## src/rtl/crypto_pkg.sv

```systemverilog
// Shared state encoding and register map for the crypto sequencer.
package crypto_pkg;

    typedef enum logic [1:0] {
        ST_IDLE   = 2'd0,
        ST_KEYGEN = 2'd1,
        ST_ENC    = 2'd2
    } crypto_state_t;

    localparam logic [3:0] OFF_CTRL   = 4'h0;
    localparam logic [3:0] OFF_STATUS = 4'h4;
    localparam logic [3:0] OFF_PT     = 4'h8;
    localparam logic [3:0] OFF_CT     = 4'hC;

    localparam int CTRL_START = 0;
    localparam int CTRL_REKEY = 1;
    localparam int CTRL_CLR   = 2;

    localparam int STAT_BUSY = 0;
    localparam int STAT_DONE = 1;
    localparam int STAT_KEYV = 2;
    localparam int STAT_ERR  = 3;

endpackage

```

## src/rtl/crypto_ctrl_if.sv

```systemverilog
// CPU data-bus slice for the CRPT region: word-aligned store strobe and combinational read.
interface crypto_ctrl_if;
    logic        sel;
    logic [3:0]  addr;
    logic        we;
    logic [31:0] wdata;
    logic [31:0] rdata;

    modport master (output sel, output addr, output we, output wdata, input rdata);
    modport slave  (input sel, input addr, input we, input wdata, output rdata);
endinterface

```

## src/rtl/crypto_regs.sv

```systemverilog
// Bus decode, key/PT/CT/status register file and read mux for the crypto sequencer.
module crypto_regs
    import crypto_pkg::*;
#(
    parameter int DATA_W = 10
) (
    input  logic              clk,
    input  logic              reset,
    crypto_ctrl_if.slave      bus,
    input  logic              busy,
    input  logic              start_go,
    input  logic              key_load,
    input  logic              key_fail,
    input  logic              ct_load,
    input  logic [DATA_W-1:0] trng_data,
    input  logic [DATA_W-1:0] enc_ct,
    output logic              start_cmd,
    output logic              rekey_cmd,
    output logic [DATA_W-1:0] key,
    output logic [DATA_W-1:0] pt,
    output logic              key_valid,
    output logic              done
);

    logic              ctrl_wr;
    logic              pt_wr;
    logic              clr_cmd;
    logic              err;
    logic [DATA_W-1:0] ct;
    logic [31:0]       rd_mux;
    logic              unused_wdata;

    assign ctrl_wr   = bus.sel && bus.we && (bus.addr == OFF_CTRL);
    assign pt_wr     = bus.sel && bus.we && (bus.addr == OFF_PT) && !busy;
    assign start_cmd = ctrl_wr && bus.wdata[CTRL_START];
    assign rekey_cmd = ctrl_wr && bus.wdata[CTRL_REKEY];
    assign clr_cmd   = ctrl_wr && bus.wdata[CTRL_CLR];

    assign unused_wdata = ^bus.wdata[31:DATA_W];

    // A completing cipher outranks CLR; leaving IDLE also wipes stale done/err.
    always_ff @(posedge clk or posedge reset) begin
        if (reset) begin
            pt        <= '0;
            ct        <= '0;
            key       <= '0;
            key_valid <= 1'b0;
            done      <= 1'b0;
            err       <= 1'b0;
        end else begin
            if (pt_wr)
                pt <= bus.wdata[DATA_W-1:0];
            if (key_load) begin
                key       <= trng_data;
                key_valid <= 1'b1;
            end else if (key_fail) begin
                key_valid <= 1'b0;
            end
            if (ct_load)
                ct <= enc_ct;
            if (ct_load)
                done <= 1'b1;
            else if (clr_cmd || start_go)
                done <= 1'b0;
            if (key_fail)
                err <= 1'b1;
            else if (clr_cmd || start_go)
                err <= 1'b0;
        end
    end

    always_comb begin
        rd_mux = '0;
        if (bus.sel) begin
            case (bus.addr)
                OFF_STATUS: begin
                    rd_mux[STAT_BUSY] = busy;
                    rd_mux[STAT_DONE] = done;
                    rd_mux[STAT_KEYV] = key_valid;
                    rd_mux[STAT_ERR]  = err;
                end
                OFF_PT:  rd_mux[DATA_W-1:0] = pt;
                OFF_CT:  rd_mux[DATA_W-1:0] = ct;
                default: rd_mux = '0;
            endcase
        end
    end

    assign bus.rdata = rd_mux;

endmodule

```

## src/rtl/crypto_ctrl.sv

```systemverilog
// Crypto sequencer: TRNG key capture with timeout, then one cipher run per START.
module crypto_ctrl
    import crypto_pkg::*;
#(
    parameter int DATA_W       = 10,
    parameter int TRNG_TIMEOUT = 1023
) (
    input  logic              clk,
    input  logic              reset,
    crypto_ctrl_if.slave      bus,
    input  logic [DATA_W-1:0] trng_data,
    input  logic              trng_ready,
    output logic [DATA_W-1:0] enc_key,
    output logic [DATA_W-1:0] enc_pt,
    output logic              enc_start,
    input  logic              enc_done,
    input  logic [DATA_W-1:0] enc_ct,
    output logic              done_irq
);

    localparam int CNT_W = $clog2(TRNG_TIMEOUT + 1);
    localparam logic [CNT_W-1:0] CNT_LAST = CNT_W'(TRNG_TIMEOUT - 1);
    localparam logic [CNT_W-1:0] CNT_MAX  = CNT_W'(TRNG_TIMEOUT);

    crypto_state_t     state;
    crypto_state_t     state_n;
    logic [CNT_W-1:0]  cnt;
    logic              busy;
    logic              start_cmd;
    logic              rekey_cmd;
    logic              start_go;
    logic              key_load;
    logic              key_fail;
    logic              ct_load;
    logic              enc_entry;
    logic              key_valid;
    logic              done;
    logic [DATA_W-1:0] key;
    logic [DATA_W-1:0] pt;

    assign busy      = (state != ST_IDLE);
    assign done_irq  = done;
    assign enc_entry = (state_n == ST_ENC) && (state != ST_ENC);

    crypto_regs #(.DATA_W(DATA_W)) u_regs (
        .clk       (clk),
        .reset     (reset),
        .bus       (bus),
        .busy      (busy),
        .start_go  (start_go),
        .key_load  (key_load),
        .key_fail  (key_fail),
        .ct_load   (ct_load),
        .trng_data (trng_data),
        .enc_ct    (enc_ct),
        .start_cmd (start_cmd),
        .rekey_cmd (rekey_cmd),
        .key       (key),
        .pt        (pt),
        .key_valid (key_valid),
        .done      (done)
    );

    always_comb begin
        state_n  = state;
        start_go = 1'b0;
        key_load = 1'b0;
        key_fail = 1'b0;
        ct_load  = 1'b0;
        case (state)
            ST_IDLE: begin
                if (start_cmd) begin
                    start_go = 1'b1;
                    state_n  = (key_valid && !rekey_cmd) ? ST_ENC : ST_KEYGEN;
                end
            end
            ST_KEYGEN: begin
                // A sample arriving on the last allowed cycle still counts.
                if (trng_ready) begin
                    key_load = 1'b1;
                    state_n  = ST_ENC;
                end else if (cnt == CNT_LAST) begin
                    key_fail = 1'b1;
                    state_n  = ST_IDLE;
                end
            end
            ST_ENC: begin
                if (enc_done) begin
                    ct_load = 1'b1;
                    state_n = ST_IDLE;
                end
            end
            default: state_n = ST_IDLE;
        endcase
    end

    always_ff @(posedge clk or posedge reset) begin
        if (reset) begin
            state     <= ST_IDLE;
            cnt       <= '0;
            enc_start <= 1'b0;
            enc_key   <= '0;
            enc_pt    <= '0;
        end else begin
            state     <= state_n;
            enc_start <= enc_entry;
            if (state != ST_KEYGEN)
                cnt <= '0;
            else if (cnt != CNT_MAX)
                cnt <= cnt + 1'b1;
            // Operands are latched once per run so the cipher sees stable inputs.
            if (enc_entry) begin
                enc_key <= key_load ? trng_data : key;
                enc_pt  <= pt;
            end
        end
    end

endmodule

```

## src/flat_wrapper.sv

```systemverilog
// flat-port wrapper written by rule: the top's interface ports become plain ports
module crypto_ctrl_flat import crypto_pkg::*;
#(
    parameter int DATA_W       = 10,
    parameter int TRNG_TIMEOUT = 1023
)
  (clk, reset, trng_data, trng_ready, enc_key, enc_pt, enc_start, enc_done, enc_ct, done_irq, bus_sel, bus_addr, bus_we, bus_wdata, bus_rdata);
  crypto_ctrl_if bus_i ();
  input  logic clk;
  input  logic reset;
  input  logic [DATA_W-1:0] trng_data;
  input  logic trng_ready;
  output logic [DATA_W-1:0] enc_key;
  output logic [DATA_W-1:0] enc_pt;
  output logic enc_start;
  input  logic enc_done;
  input  logic [DATA_W-1:0] enc_ct;
  output logic done_irq;
  input wire logic [$bits(bus_i.sel)-1:0] bus_sel;
  input wire logic [$bits(bus_i.addr)-1:0] bus_addr;
  input wire logic [$bits(bus_i.we)-1:0] bus_we;
  input wire logic [$bits(bus_i.wdata)-1:0] bus_wdata;
  output wire logic [$bits(bus_i.rdata)-1:0] bus_rdata;
  assign bus_i.sel = bus_sel;
  assign bus_i.addr = bus_addr;
  assign bus_i.we = bus_we;
  assign bus_i.wdata = bus_wdata;
  assign bus_rdata = bus_i.rdata;
  crypto_ctrl #(.DATA_W(DATA_W), .TRNG_TIMEOUT(TRNG_TIMEOUT)) u_core (.clk(clk), .reset(reset), .bus(bus_i), .trng_data(trng_data), .trng_ready(trng_ready), .enc_key(enc_key), .enc_pt(enc_pt), .enc_start(enc_start), .enc_done(enc_done), .enc_ct(enc_ct), .done_irq(done_irq));
endmodule
```

## config.mk

```make
export PLATFORM = sky130hd
export DESIGN_NAME = crypto_ctrl_flat
export DESIGN_NICKNAME = d
export VERILOG_FILES = /design/src/rtl/crypto_pkg.sv /design/src/rtl/crypto_ctrl_if.sv /design/src/rtl/crypto_regs.sv /design/src/rtl/crypto_ctrl.sv /design/src/flat_wrapper.sv
export SDC_FILE = /design/constraint.sdc
export NUM_CORES = 1
export LEC_CHECK = 0
export CAP_MARGIN = 40
export CORE_UTILIZATION = 60
export CTS_CLUSTER_SIZE = 24
export DETAILED_ROUTE_END_ITERATION = 7
export DONT_BUFFER_PORTS = 1
export MAX_ROUTING_LAYER = met4
export PLACE_DENSITY = 0.77
export SKIP_LAST_GASP = 1
export SLEW_MARGIN = 20
export SYNTH_ARGS = -nofsm -noshare
export SYNTH_HDL_FRONTEND = slang
export SYNTH_SLANG_ARGS = --single-unit
```

## constraint.sdc

```tcl
create_clock -name clk -period 5.7 [get_ports clk]
set_input_delay 1.14 -clock clk [delete_from_list [all_inputs] [get_ports clk]]
set_output_delay 1.14 -clock clk [all_outputs]
set_load 0.05 [all_outputs]
```

Word level (Yosys, flattened, before mapping)
Cells that the tools add are included.
Widths: inputs -> output; s select.
{ "totals": {"regBits": 66, "out_inout_bits": 54} }
{ "op_classes": {"add_sub_neg": 1, "eq_ne": 10, "muxes": 26, "n_reduce_logical": 19} }
{ "op_table": {"columns": ["cell", "n"], "rows": [
  ["$mux 10", 4],
  ["$mux 1", 14],
  ["$pmux 4 s3", 1],
  ["$pmux 6 s2", 1],
  ["$add 10x1->10 const B", 1],
  ["$eq 10x10->1 const B", 1],
  ["$mux 2", 5],
  ["$ne 10x10->1 const B", 1],
  ["$reduce_bool 2->1", 5],
  ["$logic_and 1x1->1", 9],
  ["$eq 4x4->1 const B", 2],
  ["$pmux 2 s3", 1],
  ["$eq 2x2->1 const B", 2],
  ["$eq 4x3->1 const B", 1],
  ["$logic_not 4->1", 1],
  ["$eq 2x1->1 const B", 1],
  ["$logic_not 1->1", 2],
  ["$logic_not 2->1", 1],
  ["$ne 2x1->1 const B", 1],
  ["$ne 2x2->1 const B", 1],
  ["$logic_or 1x1->1", 1]
]} }

Depth between registers and ports, before layout
Gate-level depths: netlist (run 1).
{ "logic_depth": {"word_depth": 10, "depth_mapped": 6, "mapped_depth_nobuf": 5} }

Modules after synthesis
From an unflattened synthesis (run 1), not the netlist that was laid out.
{ "hier_totals": {"hier_cells": 265, "hier_area_um2": 3387.0} }
{ "modules_own_cells": {"columns": ["module", "instances", "cells_per_inst", "area_each_um2", "seq_area_each_um2"], "rows": [
  ["crypto_regs", 1, 131, 1694.1, 825.8],
  ["crypto_ctrl", 1, 134, 1692.9, 825.8]
]} }

Worst setup path after synthesis (run 1)
No wires, ideal clock.
{ "synth_path": {"kind": "input to output", "startpoint": "input port bus_addr[2]", "endpoint": "output port bus_rdata[0]", "arrival_time_ns": 2.502, "required_ns": 4.560, "path_slack_ns": 2.058, "cell_stages": 4, "path_cell_list": "buf_2 > nor2b_1 > o21ai_0 > a21oi_1"} }
{ "synth_via": {"elab_chain_len": 3, "elab_cells_between_ends": 5, "classes_between": "eq/ne (3); mux (2)"} }
{ "synth_lines": {"columns": ["item", "line", "rtl"], "rows": [
  ["from (decl)", "flat_wrapper.sv:20", "input wire logic [$bits(bus_i.addr)-1:0] bus_addr;"],
  ["$eq 4x4->1 or $eq 4x3->1 (tied branches)", "crypto_regs.sv:75", "case (bus.addr)"],
  ["$pmux 4 s3 (*)", "crypto_regs.sv:75", null],
  ["$mux 10 (*)", "crypto_regs.sv:74", "if (bus.sel) begin"],
  ["to (decl)", "flat_wrapper.sv:23", "output wire logic [$bits(bus_i.rdata)-1:0] bus_rdata;"]
]} }
Every way passes the cells marked *; elsewhere a longest branch is shown, timed or not.

Worst setup path after layout (run 1)
{ "layout_path": {"startpoint": "input port bus_addr[1]", "endpoint": "output port bus_rdata[9]"} }
{ "layout_via": {"elab_chain_len": 3, "elab_cells_between_ends": 4, "classes_between": "eq/ne (2); mux (2)"} }
{ "layout_lines": {"columns": ["item", "line"], "rows": [
  ["$eq 4x4->1", "crypto_regs.sv:75"],
  ["$pmux 6 s2 (*)", "crypto_regs.sv:75"],
  ["$mux 10 (*)", "crypto_regs.sv:74"]
]} }
Marked as above.

==> results of run 1 <==
[cell usage after synthesis (all sizes together)]
master,n,area [µm²]
o21ai,4,23.77
nand3b,1,7.510
conb,1,3.750
nand4,5,31.28
a311oi,1,8.760
xor2,4,35.03
nor4,1,21.27
and3,3,18.77
ha,2,25.02
a21oi,3,15.01
a31oi,1,6.260
a211oi,1,7.510
and4,1,8.760
buf,27,215.2
nand2,8,37.54
o221ai,1,8.760
nor3b,1,7.510
mux2,54,634.4
inv,2,7.510
a22oi,3,22.52
o311ai,1,8.760
nand2b,4,25.02
or3,1,6.260
a32o,1,10.01
nor2b,2,12.51
clkbuf,2,7.510
and2b,1,8.760
nor2,22,82.58
xnor2,1,8.760
o41ai,1,8.760
dfrtp,66,1652
o2111ai,3,26.28
o31ai,1,7.510
nand3,4,20.02
mux2i,7,70.07
[layer usage]
layer / GRT usage [%] / up-vias / routed length [µm]
met4: 10.47 / 0 / 107
li1: - / 840 / -
met3: 6.310 / 11 / 402
met5: - / - / 0
met2: 32.31 / 71 / 2579
met1: 26.24 / 901 / 2215
[stage by stage]
stage | hold slack, ns | util, % | power [mW]
floorplan | 0.4631 | - | 0.7650
global placement | 0.4726 | 63.02 | 0.7680
detailed placement | 0.4767 | 64.10 | 0.7779
CTS | 0.4937 | 68.90 | 1.235
global route | 0.5027 | 69.47 | 1.275
finish | 0.4905 | 69.47 | 1.226
[registers in the layout, summed over array words and instances (netlist names)]
signal and cells:
u_core.u_regs.err 1, u_core.u_regs.done 1, u_core.u_regs.key 10, u_core.u_regs.pt 10
u_core.enc_key 10, u_core.u_regs.key_valid 1, u_core.enc_start 1, u_core.state 2
u_core.cnt 10, u_core.u_regs.ct 10, u_core.enc_pt 10
[where the power goes]
group	switching (mW)	leakage [nW]	total, mW	internal [mW]
clock network	0.166	0.120	0.455	0.288
logic	0.0788	0.643	0.149	0.0698
registers	0.0913	0.884	0.622	0.531
total	0.336	1.65	1.23	0.889
[worst min-delay path by stage]
stage,from,to,slack (ns)
2_1_floorplan,u_core.cnt[6],u_core.cnt[6],0.46
3_3_place_gp,u_core.u_regs.key[4],u_core.u_regs.key[4],0.47
3_5_place_dp,u_core.u_regs.key[8],u_core.u_regs.key[8],0.48
4_1_cts,u_core.u_regs.key[9],u_core.u_regs.key[9],0.49
5_1_grt,u_core.u_regs.key[0],u_core.u_regs.key[0],0.50
6_report,u_core.u_regs.key[8],u_core.u_regs.key[8],0.49
[layout make-up]
type	count	area, µm²	area share [%]
sequential	66	1652	49.03
tap	67	83.83	2.489
inverter	2	7.507	0.2229
timing repair buffer	10	95.09	2.823
multi-input combinational	165	1297	38.52
clock inverter	6	105.1	3.120
clock buffer	10	127.6	3.789
[cell families after synthesis]
group | Yosys count
compound gates | 21
xor+xnor | 5
fa+ha+maj | 2
buf+inv | 31
flops | 66
mux | 61
other cells | 1
simple gates | 54
[critical path, delay by kind of cell]
family,cells,cell delay [ns]
and+or+nand+nor,3,1.20
==> flow_metrics.py, run 1 <==
metrics = {
    "setup_path": {
        "r2r_end": "u_core.enc_key[4]",
        "cp-end-kind": "primary output",
        "crit_arrival_ns": 2.34,
        "crit_chain": "nor2_1, nand3_1, nor2_1",
        "r2r_cells": 5,
        "slowest_delay_ns": 0.76,
        "crit_path_top_delay_cell": "nor2_1",
        "criticalPathCategory": "primary input to primary output",
        "worst-path-max-fanout": 6,
        "cp-start-kind": "primary input",
        "reg2reg_from": "u_core.state[1]",
        "critPathLaunch": "bus_addr[1]",
        "rrSetupSlack_ns": 3.55,
        "crit_required_ns": 4.56,
        "crit_end": "bus_rdata[9]",
        "crit_path_frequent_cell": "nor2_1",
    },
    "global_route": {
        "track_usage_pct": 21.39,
        "grt_overflow": 0,
        "grt_pass1_vias": 1704,
        "grt_pass1_wl_um": 8217,
        "grt_max_degree": 67,
        "antenna_found_initial": 0,
    },
    "detailed_routing": {
        "drt_wl_total_um": 5304,
        "drcViolationCount": 0,
        "num_vias": 1823,
        "drt_iter0_drc": 129,
        "dr.pass1.iters": 4,
        "vias_per_cell": 5.592,
        "post_drt_wl_per_cell_um": 16.27,
        "postRouteAntennaNets": 0,
    },
    "timing": {
        "setup_slack_ns": 2.217,
        "setup_viol": 0,
        "max_slew_margin_pct": 41.58,
        "fin_crit_sh_pct": 61.11,
        "max_freq_mhz": 287.1,
        "min_period_ns": 3.483,
        "hold_violations": 0,
        "finalMaxSlewViolations": 0,
        "fin_skew_ns": 0.005333,
        "tightest_slew_ns": 0.8731,
        "rsz0062_at_grt": "no",
        "setup-tns-final_ns": 0,
    },
    "place": {
        "io_buffers": 0,
        "hpwl_um": 3764,
        "dpl_cell_area_um2": 3108,
        "dp_cells": 309,
        "post-place-ws_ns": 2.193,
        "gp_congestion": 0.8329,
    },
    "cts": {
        "clkLatencyLatePin_ns": 0.34,
        "root_buffer": "clkbuf_8",
        "cts_max_level": 3,
        "cts_buffers": 9,
        "tritoncts": "built",
        "cts_resized": 0,
        "cts.clk_slew.worst_paths_ns": 0.07,
        "cts.sinks": 66,
        "clockBufferDepth": 2,
        "post-cts-setup-buffers": 0,
        "holdBufCountCts": 0,
    },
    "finish": {
        "diodes": 0,
        "fill_cells": 358,
        "syn_to_final_growth_pct": 8.636,
        "final_common_cell": "dfrtp_1",
        "stdcell_area_um2": 3368,
        "fin_nets": 318,
        "layout_common_cells": "66 x dfrtp_1, 46 x mux2_2, 22 x nor2_1, 22 x conb_1",
        "drive_gt1_share_pct": 32.05,
        "stdcell_count": 326,
    },
    "logic_synthesis": {
        "avgSynthCellArea_um2": 12.87,
        "synth-xor-area-share_pct": 1.412,
        "synth_fa_ha_area_share_pct": 0.8071,
        "synthMuxAreaShare_pct": 22.72,
        "yosysWarningCount": 0,
        "syn_inst": 241,
        "synth_top_family_by_area": "multiplexers",
        "synth_seq_cells": 66,
        "ys_seq_area_share_pct": 53.27,
        "synthDistinctLibCells": 41,
        "synthSimpleGateAreaFrac_pct": 9.282,
        "synth_compound_area_share_pct": 4.964,
        "syn-cell-area_um2": 3100,
    },
    "die": {
        "die_h_um": 73.89,
        "rows": 25,
        "core_um2": 4848,
        "io_pins": 116,
        "dieWidth_um": 73.89,
        "start_util_pct": 63.95,
        "design.die.area_um2": 5459,
    },
    "power_and_ir_drop": {
        "vdd_drop_max_v": 0.0002136,
        "leakagePower_nw": 1.647,
        "power.density_nw_per_um2": 363.8,
    },
    "outcome": {
        "status": "completed",
    },
    "worst_hold_path": {
        "min_path_type": "register to register",
        "hold_depth": 1,
    },
    "job": {
        "maxCapViolCount": 0,
    },
}
Note: power is estimated with default switching activity, not from simulation.
==> inputs of run 2 (changes only) <==
Settings changed: CORE_UTILIZATION 60 to 57, PLACE_DENSITY 0.77 to 0.76.
Clock period 5.7 ns to 2.9 ns, I/O delays scaled along.
==> flow_metrics.py, run 2 (synthesis gave the netlist of run 1 again) <==
metrics = {
    "power_and_ir_drop": {
        "p_clk_share_pct": 34.3,
        "p_sw_share_pct": 28.77,
        "seqPwrFrac_pct": 53.2,
        "power.density_nw_per_um2": 688.0,
        "p_switching_mw": 0.6633,
        "leakagePower_nw": 1.641,
        "p_int_mw": 1.642,
        "vdd_drop_max_v": 0.0004575,
        "p_comb_share_pct": 12.5,
    },
    "timing": {
        "fin_hold_ws_ns": 0.1655,
        "setup_slack_ns": 0.7903,
        "finalMaxSlewViolations": 0,
        "max_freq_mhz": 474.0,
        "fin_skew_ns": 0.008322,
        "fin_crit_sh_pct": 72.75,
        "rsz0062_at_grt": "no",
        "tightest_slew_ns": 0.6113,
        "setup_viol": 0,
        "max_slew_margin_pct": 59.12,
        "hold_violations": 0,
        "min_period_ns": 2.110,
        "setup-tns-final_ns": 0,
    },
    "finish": {
        "final_common_cell": "dfrtp_1",
        "fin_nets": 320,
        "drive_gt1_share_pct": 32.31,
        "stdcell_area_um2": 3351,
        "multi_input_area_um2": 1297,
        "layout_common_cells": "66 x dfrtp_1, 46 x mux2_2, 22 x nor2_1, 22 x conb_1, 12 x clkbuf_8",
        "fill_cells": 411,
        "diodes": 0,
        "syn_to_final_growth_pct": 8.071,
        "seqCellArea_um2": 1652,
    },
    "setup_path": {
        "critPathLaunch": "u_core.u_regs.done",
        "cp-start-kind": "register",
        "r2r_end": "u_core.enc_key[5]",
        "cp-end-kind": "primary output",
        "r2r_cells": 5,
        "critical_path_depth": 3,
        "worst-path-max-fanout": 3,
        "slowest_delay_ns": 0.67,
        "crit_required_ns": 2.32,
        "rrSetupSlack_ns": 1.02,
        "criticalPathCategory": "register to primary output",
        "crit_end": "bus_rdata[1]",
        "reg2reg_from": "u_core.state[0]",
        "crit_path_top_delay_cell": "dfrtp_1",
        "crit_arrival_ns": 1.53,
        "worst-path-buf-inv": 1,
        "cp_top_family": "flip-flops",
        "crit_chain": "a22oi_1, nor2_1, buf_4",
    },
    "detailed_routing": {
        "dr.pass1.iters": 4,
        "vias_per_cell": 5.621,
        "post_drt_wl_per_cell_um": 17.07,
        "drt_iter0_drc": 67,
        "postRouteAntennaNets": 0,
        "drcViolationCount": 0,
        "num_vias": 1855,
        "drt_wl_total_um": 5633,
    },
    "cts": {
        "cts.sinks": 66,
        "cts_resized": 0,
        "cts_max_level": 3,
        "tritoncts": "built",
        "clockBufferDepth": 2,
        "holdBufCountCts": 0,
        "post-cts-setup-buffers": 0,
        "root_buffer": "clkbuf_8",
        "cts_buffers": 9,
        "cts.clk_slew.worst_paths_ns": 0.07,
        "clkLatencyLatePin_ns": 0.35,
    },
    "global_route": {
        "grt_max_degree": 67,
        "antenna_found_initial": 0,
        "grt_pass1_vias": 1876,
        "track_usage_pct": 22.96,
        "grt_overflow": 0,
        "grt_pass1_wl_um": 8894,
    },
    "outcome": {
        "status": "completed",
    },
    "die": {
        "start_util_pct": 59.94,
        "rows": 26,
        "io_pins": 116,
        "design.die.area_um2": 5738,
        "core_um2": 5172,
        "die_h_um": 75.75,
        "dieWidth_um": 75.75,
    },
    "place": {
        "io_buffers": 0,
        "gp_congestion": 0.8121,
        "hpwl_um": 3907,
        "post-place-ws_ns": 0.8625,
        "dpl_cell_area_um2": 3147,
    },
    "job": {
        "maxCapViolCount": 0,
    },
    "worst_hold_path": {
        "min_path_type": "primary input to async pin",
    },
}
[run 2: how the worst min path moves through the flow]
stage                          from  depth (start not counted)  slack [ns]              endpoint
3_3_place_gp   u_core.u_regs.key[2]                          1        0.47  u_core.u_regs.key[2]
2_1_floorplan         u_core.cnt[6]                          1        0.46         u_core.cnt[6]
3_5_place_dp   u_core.u_regs.key[8]                          1        0.48  u_core.u_regs.key[8]
6_report                      reset                          2        0.17  u_core.u_regs.key[3]
4_1_cts                       reset                          2        0.19  u_core.u_regs.key[3]
5_1_grt                       reset                          2        0.19  u_core.u_regs.key[3]
[run 2: layout make-up]
cell class	instances	share of cell area [%]
Inverter	2	0.2240
Timing Repair Buffer	12	3.062
Sequential cell	66	49.29
Clock inverter	2	1.046
Clock buffer	13	5.041
Tap cell	70	2.614
Multi-Input combinational cell	165	38.72
[run 2: power by group through the flow]
stage	clock network, mW	logic (mW)	registers (mW)
CTS	0.807	0.292	1.23
global route	0.845	0.321	1.24
floorplan	0	0.287	1.22
finish	0.791	0.289	1.23
global placement	0	0.282	1.24
detailed placement	0	0.291	1.24
[run 2: metrics by stage]
stage	instances	util [%]	total power [mW]
final	330	64.78	2.305
after global routing	330	64.78	2.405
after detailed placement	315	60.84	1.533
after global placement	315	60.84	1.518
after floorplan	262	-	1.504
after CTS	330	64.78	2.325
[run 2: worst reg2reg max path, cell delays in order (launching register included)]
cell     delay (ns)
dfrtp_1        0.44
nor3b_1        0.29
nand4_1        0.20
o21ai_2        0.15
buf_4          0.30
mux2_2         0.39
[run 2: layer usage]
metal	vias to the layer above	wire length [µm]	share of wire, %	track usage, %
met1	943	2297	41	25.04
li1	840	-	-	-
met2	66	2753	49	36.68
met5	-	0	0	-
met4	0	70	1.2	8.025
met3	6	512	9.1	10.98
